==> config.mk <==
export PLATFORM = sky130hd
export DESIGN_NAME = mips_cpu_mem_arbiter
export DESIGN_NICKNAME = d
export VERILOG_FILES = /design/src/rtl/mips_cpu_mem_arbiter.sv
export SDC_FILE = /design/constraint.sdc
export NUM_CORES = 1
export LEC_CHECK = 0
export CAP_MARGIN = 10
export CORE_AREA = 3 3 125 127
export DETAILED_ROUTE_END_ITERATION = 8
export DIE_AREA = 0 0 128 130
export PLACE_DENSITY = 0.75
export SKIP_CTS_REPAIR_TIMING = 1
export SLEW_MARGIN = 20
export SYNTH_ARGS = -nofsm -noshare
export SYNTH_HDL_FRONTEND = slang
export SYNTH_SLANG_ARGS = --single-unit
==> constraint.sdc <==
create_clock -name clk -period 1.44 [get_ports clk]
set_input_delay 0.216 -clock clk [delete_from_list [all_inputs] [get_ports clk]]
set_output_delay 0.216 -clock clk [all_outputs]
set_load 0.01 [all_outputs]
==> src/rtl/mips_cpu_mem_arbiter.sv <==
// mips_cpu_mem_arbiter: round-robin share of one Avalon-style memory port between fetch and data
module mips_cpu_mem_arbiter #(
  parameter int ADDR_W     = 32,
  parameter int DATA_W     = 32,
  parameter int WAIT_LIMIT = 0
) (
  input  logic                clk,
  input  logic                reset,
  input  logic                i_req,
  input  logic [ADDR_W-1:0]   i_address,
  output logic                i_ack,
  output logic [DATA_W-1:0]   i_readdata,
  input  logic                d_req,
  input  logic                d_write,
  input  logic [ADDR_W-1:0]   d_address,
  input  logic [DATA_W-1:0]   d_writedata,
  input  logic [DATA_W/8-1:0] d_byteenable,
  output logic                d_ack,
  output logic [DATA_W-1:0]   d_readdata,
  output logic [ADDR_W-1:0]   mem_address,
  output logic                mem_read,
  output logic                mem_write,
  output logic [DATA_W-1:0]   mem_writedata,
  output logic [DATA_W/8-1:0] mem_byteenable,
  input  logic                mem_waitrequest,
  input  logic [DATA_W-1:0]   mem_readdata,
  output logic                busy,
  output logic                bus_error
);
  localparam int CW = WAIT_LIMIT > 0 ? $clog2(WAIT_LIMIT + 1) : 1;
  typedef enum logic {IDLE, BUS} state_t;
  state_t          state;
  logic            grant_d, last_d;
  logic [CW-1:0]   wcnt;
  logic            i_elig, d_elig, pick_d, timeout;
  logic [DATA_W-1:0] rdata;
  assign i_elig  = i_req && !i_ack;
  assign d_elig  = d_req && !d_ack;
  assign pick_d  = d_elig && (!i_elig || !last_d);
  assign timeout = WAIT_LIMIT > 0 && wcnt == CW'(WAIT_LIMIT - 1);
  assign rdata   = mem_waitrequest ? '0 : mem_readdata;
  assign busy    = state == BUS;
  // arbitration, bus transfer and completion/abort handling
  always_ff @(posedge clk) begin
    if (reset) begin
      state          <= IDLE;
      grant_d        <= 1'b0;
      last_d         <= 1'b1;
      wcnt           <= '0;
      i_ack          <= 1'b0;
      d_ack          <= 1'b0;
      i_readdata     <= '0;
      d_readdata     <= '0;
      mem_address    <= '0;
      mem_read       <= 1'b0;
      mem_write      <= 1'b0;
      mem_writedata  <= '0;
      mem_byteenable <= '0;
      bus_error      <= 1'b0;
    end else begin
      i_ack <= 1'b0;
      d_ack <= 1'b0;
      if (state == IDLE) begin
        if (i_elig || d_elig) begin
          state          <= BUS;
          grant_d        <= pick_d;
          last_d         <= pick_d;
          wcnt           <= '0;
          mem_address    <= pick_d ? d_address : i_address;
          mem_read       <= !pick_d || !d_write;
          mem_write      <= pick_d && d_write;
          mem_byteenable <= pick_d ? d_byteenable : '1;
          if (pick_d) mem_writedata <= d_writedata;
        end
      end else if (!mem_waitrequest || timeout) begin
        state     <= IDLE;
        mem_read  <= 1'b0;
        mem_write <= 1'b0;
        if (mem_waitrequest) bus_error <= 1'b1;
        if (grant_d) d_ack <= 1'b1;
        else i_ack <= 1'b1;
        if (mem_read && grant_d) d_readdata <= rdata;
        if (mem_read && !grant_d) i_readdata <= rdata;
      end else begin
        wcnt <= wcnt + 1'b1;
      end
    end
  end
endmodule

Yosys cells after proc, flatten, opt, wreduce, memory -nomap -nowiden --
Cells that the tools add are included.
Word-level totals: register bits after elaboration 139, input bits 138, logic and storage cells 50
Cells by class: eq/ne operators 1, muxes and demuxes 12, bitwise operators 2, reduce and logical (&&, ||, !) cells 23
Operators by type and width (number):
- 2-to-1 mux 32 bit | 1
- 2-to-1 mux 1 bit | 10
- AND reduction 3 bit | 3
- logical NOT 1 bit | 7
- logical AND 1 bit | 6
- 2-to-1 mux 4 bit | 1
- AND reduction 2 bit | 2
- logical OR 1 bit | 3
- OR reduction 3 bit | 1
- != test 2 bit, second input constant | 1
- inverter 1 bit | 2
- nonzero test 2 bit | 1

Longest topological paths before layout --
word-level depth 9, mapped depth 6, gate-level depth less buffers 4

Worst setup path before layout --
No wires, ideal clock.
path kind flip-flop to flip-flop, start register d_ack, end register mem_writedata[10], library setup time 0.132 ns, arrival 1.371 ns, data required time 1.308 ns, path slack -0.063 ns, stages on the path, launching flop included 7, path buffers 2, cells stage by stage dfxtp_1 > nand2b_1 > or3_1 > buf_2 > buf_1 > nand2_1 > a21oi_1
Between the ends: longest elaborated chain between the ends 4
Ends and longest elaborated chain:
- start, declared | line 18 | output logic d_ack,
- start signal, assigned | line 51 | d_ack <= 1'b0;
- start signal, assigned | line 62 | d_ack <= 1'b0;
- start signal, assigned | line 80 | if (grant_d) d_ack <= 1'b1;
- logical NOT 1 bit (*) | line 38 | assign d_elig = d_req && !d_ack;
- logical AND 1 bit (*) | line 38
- logical AND 1 bit / logical OR 1 bit (equally long branches) | line 39, 64
- AND reduction 3 bit (no line) (*)
- end signal, assigned | line 73 | if (pick_d) mem_writedata <= d_writedata;
- end, declared | line 23 | output logic [DATA_W-1:0] mem_writedata,
Every way passes the cells marked *; elsewhere a longest branch is shown, timed or not. A chain may end at the register's enable or synchronous reset.

Worst setup path in the final report --
start register i_ack, end register mem_writedata[6]
Between the ends: longest elaborated chain between the ends 6
Ends and longest elaborated chain:
- start, declared | line 11 | output logic i_ack,
- start signal, assigned | line 50 | i_ack <= 1'b0;
- start signal, assigned | line 61 | i_ack <= 1'b0;
- start signal, assigned | line 81 | else i_ack <= 1'b1;
- logical NOT 1 bit (*) | line 37 | assign i_elig = i_req && !i_ack;
- logical AND 1 bit (*) | line 37
- logical NOT 1 bit | line 39 | assign pick_d = d_elig && (!i_elig || !last_d);
- logical OR 1 bit | line 39
- logical AND 1 bit | line 39
- AND reduction 3 bit (no line) (*)
Marked as above.

==> key figures <==
Clock network
  – Clock Latency Late Sink: 0.41 ns
  – CTS tree: built
  – Longest Clk Path Bufs: 2
  – Worst-path clk slew: 0.05 ns
  – Root Buffer: clkbuf_16
  – CTS buffer count: 17
  – H-tree Lvls: 4
  – Num Clock Sinks: 139

Yosys
  – Gate Count Post-Synth: 643
  – Post-Synthesis Cell Area: 0.00507 mm²
  – Distinct cells, synth: 27
  – Synth top area cells: dfxtp_1 (55%), nand2_1 (19%), a21oi_1 (9.6%), a311oi_1 (5.5%), nor2_1 (3.0%)
  – Synthesized area per cell: 7.88 µm²
  – Synth top area share: 0.549
  – Dominant cell type by area after synthesis: dfxtp_1
  – Syn_nets: 781
  – Post-synthesis register bit count: 139
  – Synth Warn #: 0
  – Sequential-to-total area share from yosys stat: 0.549

Layout
  – Most frequent cells in the layout: nand2_1 (225), dfxtp_1 (138), clkdlybuf4s50_1 (136), dlymetal6s2s_1 (136), a21oi_1 (83)
  – Final std cells w/o fill: 1119
  – Fill count: 1150
  – Most common cell after layout, fill and taps aside: nand2_1
  – Ant. Diodes: 0
  – Fin util: 0.667
  – Layout area overhead: 91.4%
  – Post-route cell area: 0.00970 mm²
  – Share of layout cells above drive strength 1: 0.155
  – Final net count: 1063

Critical path
  – Crit start category: flip-flop
  – CP Max Fanout: 9
  – CP arrival: 1.82 ns
  – Critical path's top delay family: simple AND/OR/NAND/NOR gates
  – Ordered cell list for the critical path: and3b_2, or3_4, clkbuf_16, nand2_1, a21oi_1
  – Crit path largest cell delay: 0.48 ns
  – CP Buf/Inv Count: 1
  – Slowest stage cell, crit path: or3_4
  – WP data required: 1.72 ns
  – Crit end category: flip-flop
  – Critical path type: reg -> reg

Placed design
  – IO Port Bufs: 274
  – Detailed placement HPWL: 11300 µm
  – Placed cell area: 0.00817 mm²
  – Dpl ws: -0.365 ns
  – Placed cell count: 1075
  – GP Congestion: 0.770

STA
  – Final Critical Period: 1.54 ns
  – RSZ-0062 raised after global routing: yes
  – Final worst-path cycle share: 1.07
  – Final Max Slew Viols: 0
  – Maximum clock rate: 649 MHz
  – Setup Skew: 0.00810 ns
  – Final setup vio count: 60
  – Setup TNS: -2.31 ns
  – Fin. Hold Viols: 0
  – Worst hold slack: 0.203 ns
  – Worst setup margin: -0.101 ns

Detailed routing
  – Drt first pass iters: 7
  – Wire per inst: 16.3 µm
  – ANT nets after route: 0
  – Detailed-route wire length: 18300 µm
  – # DRC: 0
  – 1st-iter DRT viols: 335
  – Vias: 5472
  – Vias per cell: 4.89

Global route
  – Largest net degree at the start of global routing: 56
  – Antenna violations before repair: 0
  – Total congestion overflow: 0
  – Overall global routing resource usage: 0.188
  – Vias in the first global route: 5039
  – First-pass GRT wire length: 25100 µm

Power and ir drop
  – Lkg Pwr: 5.73 nW
  – Final total power: 10.1 mW
  – Peak supply drop: 0.754 mV
  – Power per Cell Area: 1050 mW/mm²

Floorplan
  – CORE AREA: 0.0145 mm²
  – Die span in y: 130 µm
  – Die ar.: 0.0166 mm²
  – Die width: 128 µm
  – # rows: 44
  – Initial core utilization: 0.349
  – I/O Pins: 276

Run status
  – Status: finished, violations left
  – Failing checks: negative setup slack

Hold path
  – Hold Path Class: in -> reg

Run
  – Max Cap Viol: 0
[flip-flops by register name (all words and copies together) (netlist names), 4 cells and up]
signal          cells
d_readdata         32
i_readdata         32
mem_address        32
mem_byteenable      4
mem_writedata      32
[power breakdown]
part / switching (mW) / internal [mW] / leakage (nW)
clock network: 1.60 / 2.52 / 0.266
registers: 0.113 / 4.04 / 1.13
logic: 0.821 / 1.04 / 4.33
total: 2.53 / 7.60 / 5.73
[worst reg2reg max path, stage by stage, from the launching register on]
cell and delay [ns]:
dfxtp_2 0.33, and3b_2 0.24, or3_4 0.48, clkbuf_16 0.21, nand2_1 0.08, a21oi_1 0.07
[synth_stat cells, drive strengths merged]
library cell    n
nor3            3
or2             1
and3b           1
a21oi          98
o22ai           4
nand2b          4
nor2b           1
o21ba           1
a311oi         32
nand2         258
clkbuf         27
and2b           1
and3            1
dfxtp         139
nand3b          1
nand3           1
or3             2
nor3b           3
conb            1
buf            23
nor4            1
nor2           40
[worst paths after layout]
kind,startpoint,end,slack (ns),cells after the start
worst max-delay path,i_ack$_SDFF_PP0_,mem_writedata[6]$_SDFFE_PP0P_,-0.10,5
worst max register to register,i_ack$_SDFF_PP0_,mem_writedata[6]$_SDFFE_PP0P_,-0.10,5
worst min register to register,i_readdata[29]$_SDFFE_PP0P_,i_readdata[29]$_SDFFE_PP0P_,0.45,2
worst min-delay path,reset,grant_d$_SDFFE_PP0P_,0.20,2
[cell type report]
class / count / area (µm²) / area share
sequential: 139 / 2780 / 0.287
tap: 184 / 230 / 0.0237
timing repair buffer: 313 / 3690 / 0.381
multi-input combinational: 454 / 2440 / 0.252
clock inverter: 7 / 67.6 / 0.00697
clock buffer: 22 / 484 / 0.0499
[routing by layer]
metal,share of wire,vias up,track usage
li1,-,2688,-
met1,0.41,2560,0.223
met2,0.51,204,0.319
met3,0.071,20,0.0602
met4,0.015,0,0.0712
met5,0,-,0
[kinds of logic after synthesis]
| family | after synthesis | synth area share |
|---|---|---|
| compound gates | 135 | 0.160 |
| flops | 139 | 0.549 |
| simple gates | 318 | 0.248 |
| buf+inv | 50 | 0.0425 |
| other cells | 1 | 0.000740 |
Power figures use the tool's default switching activity.
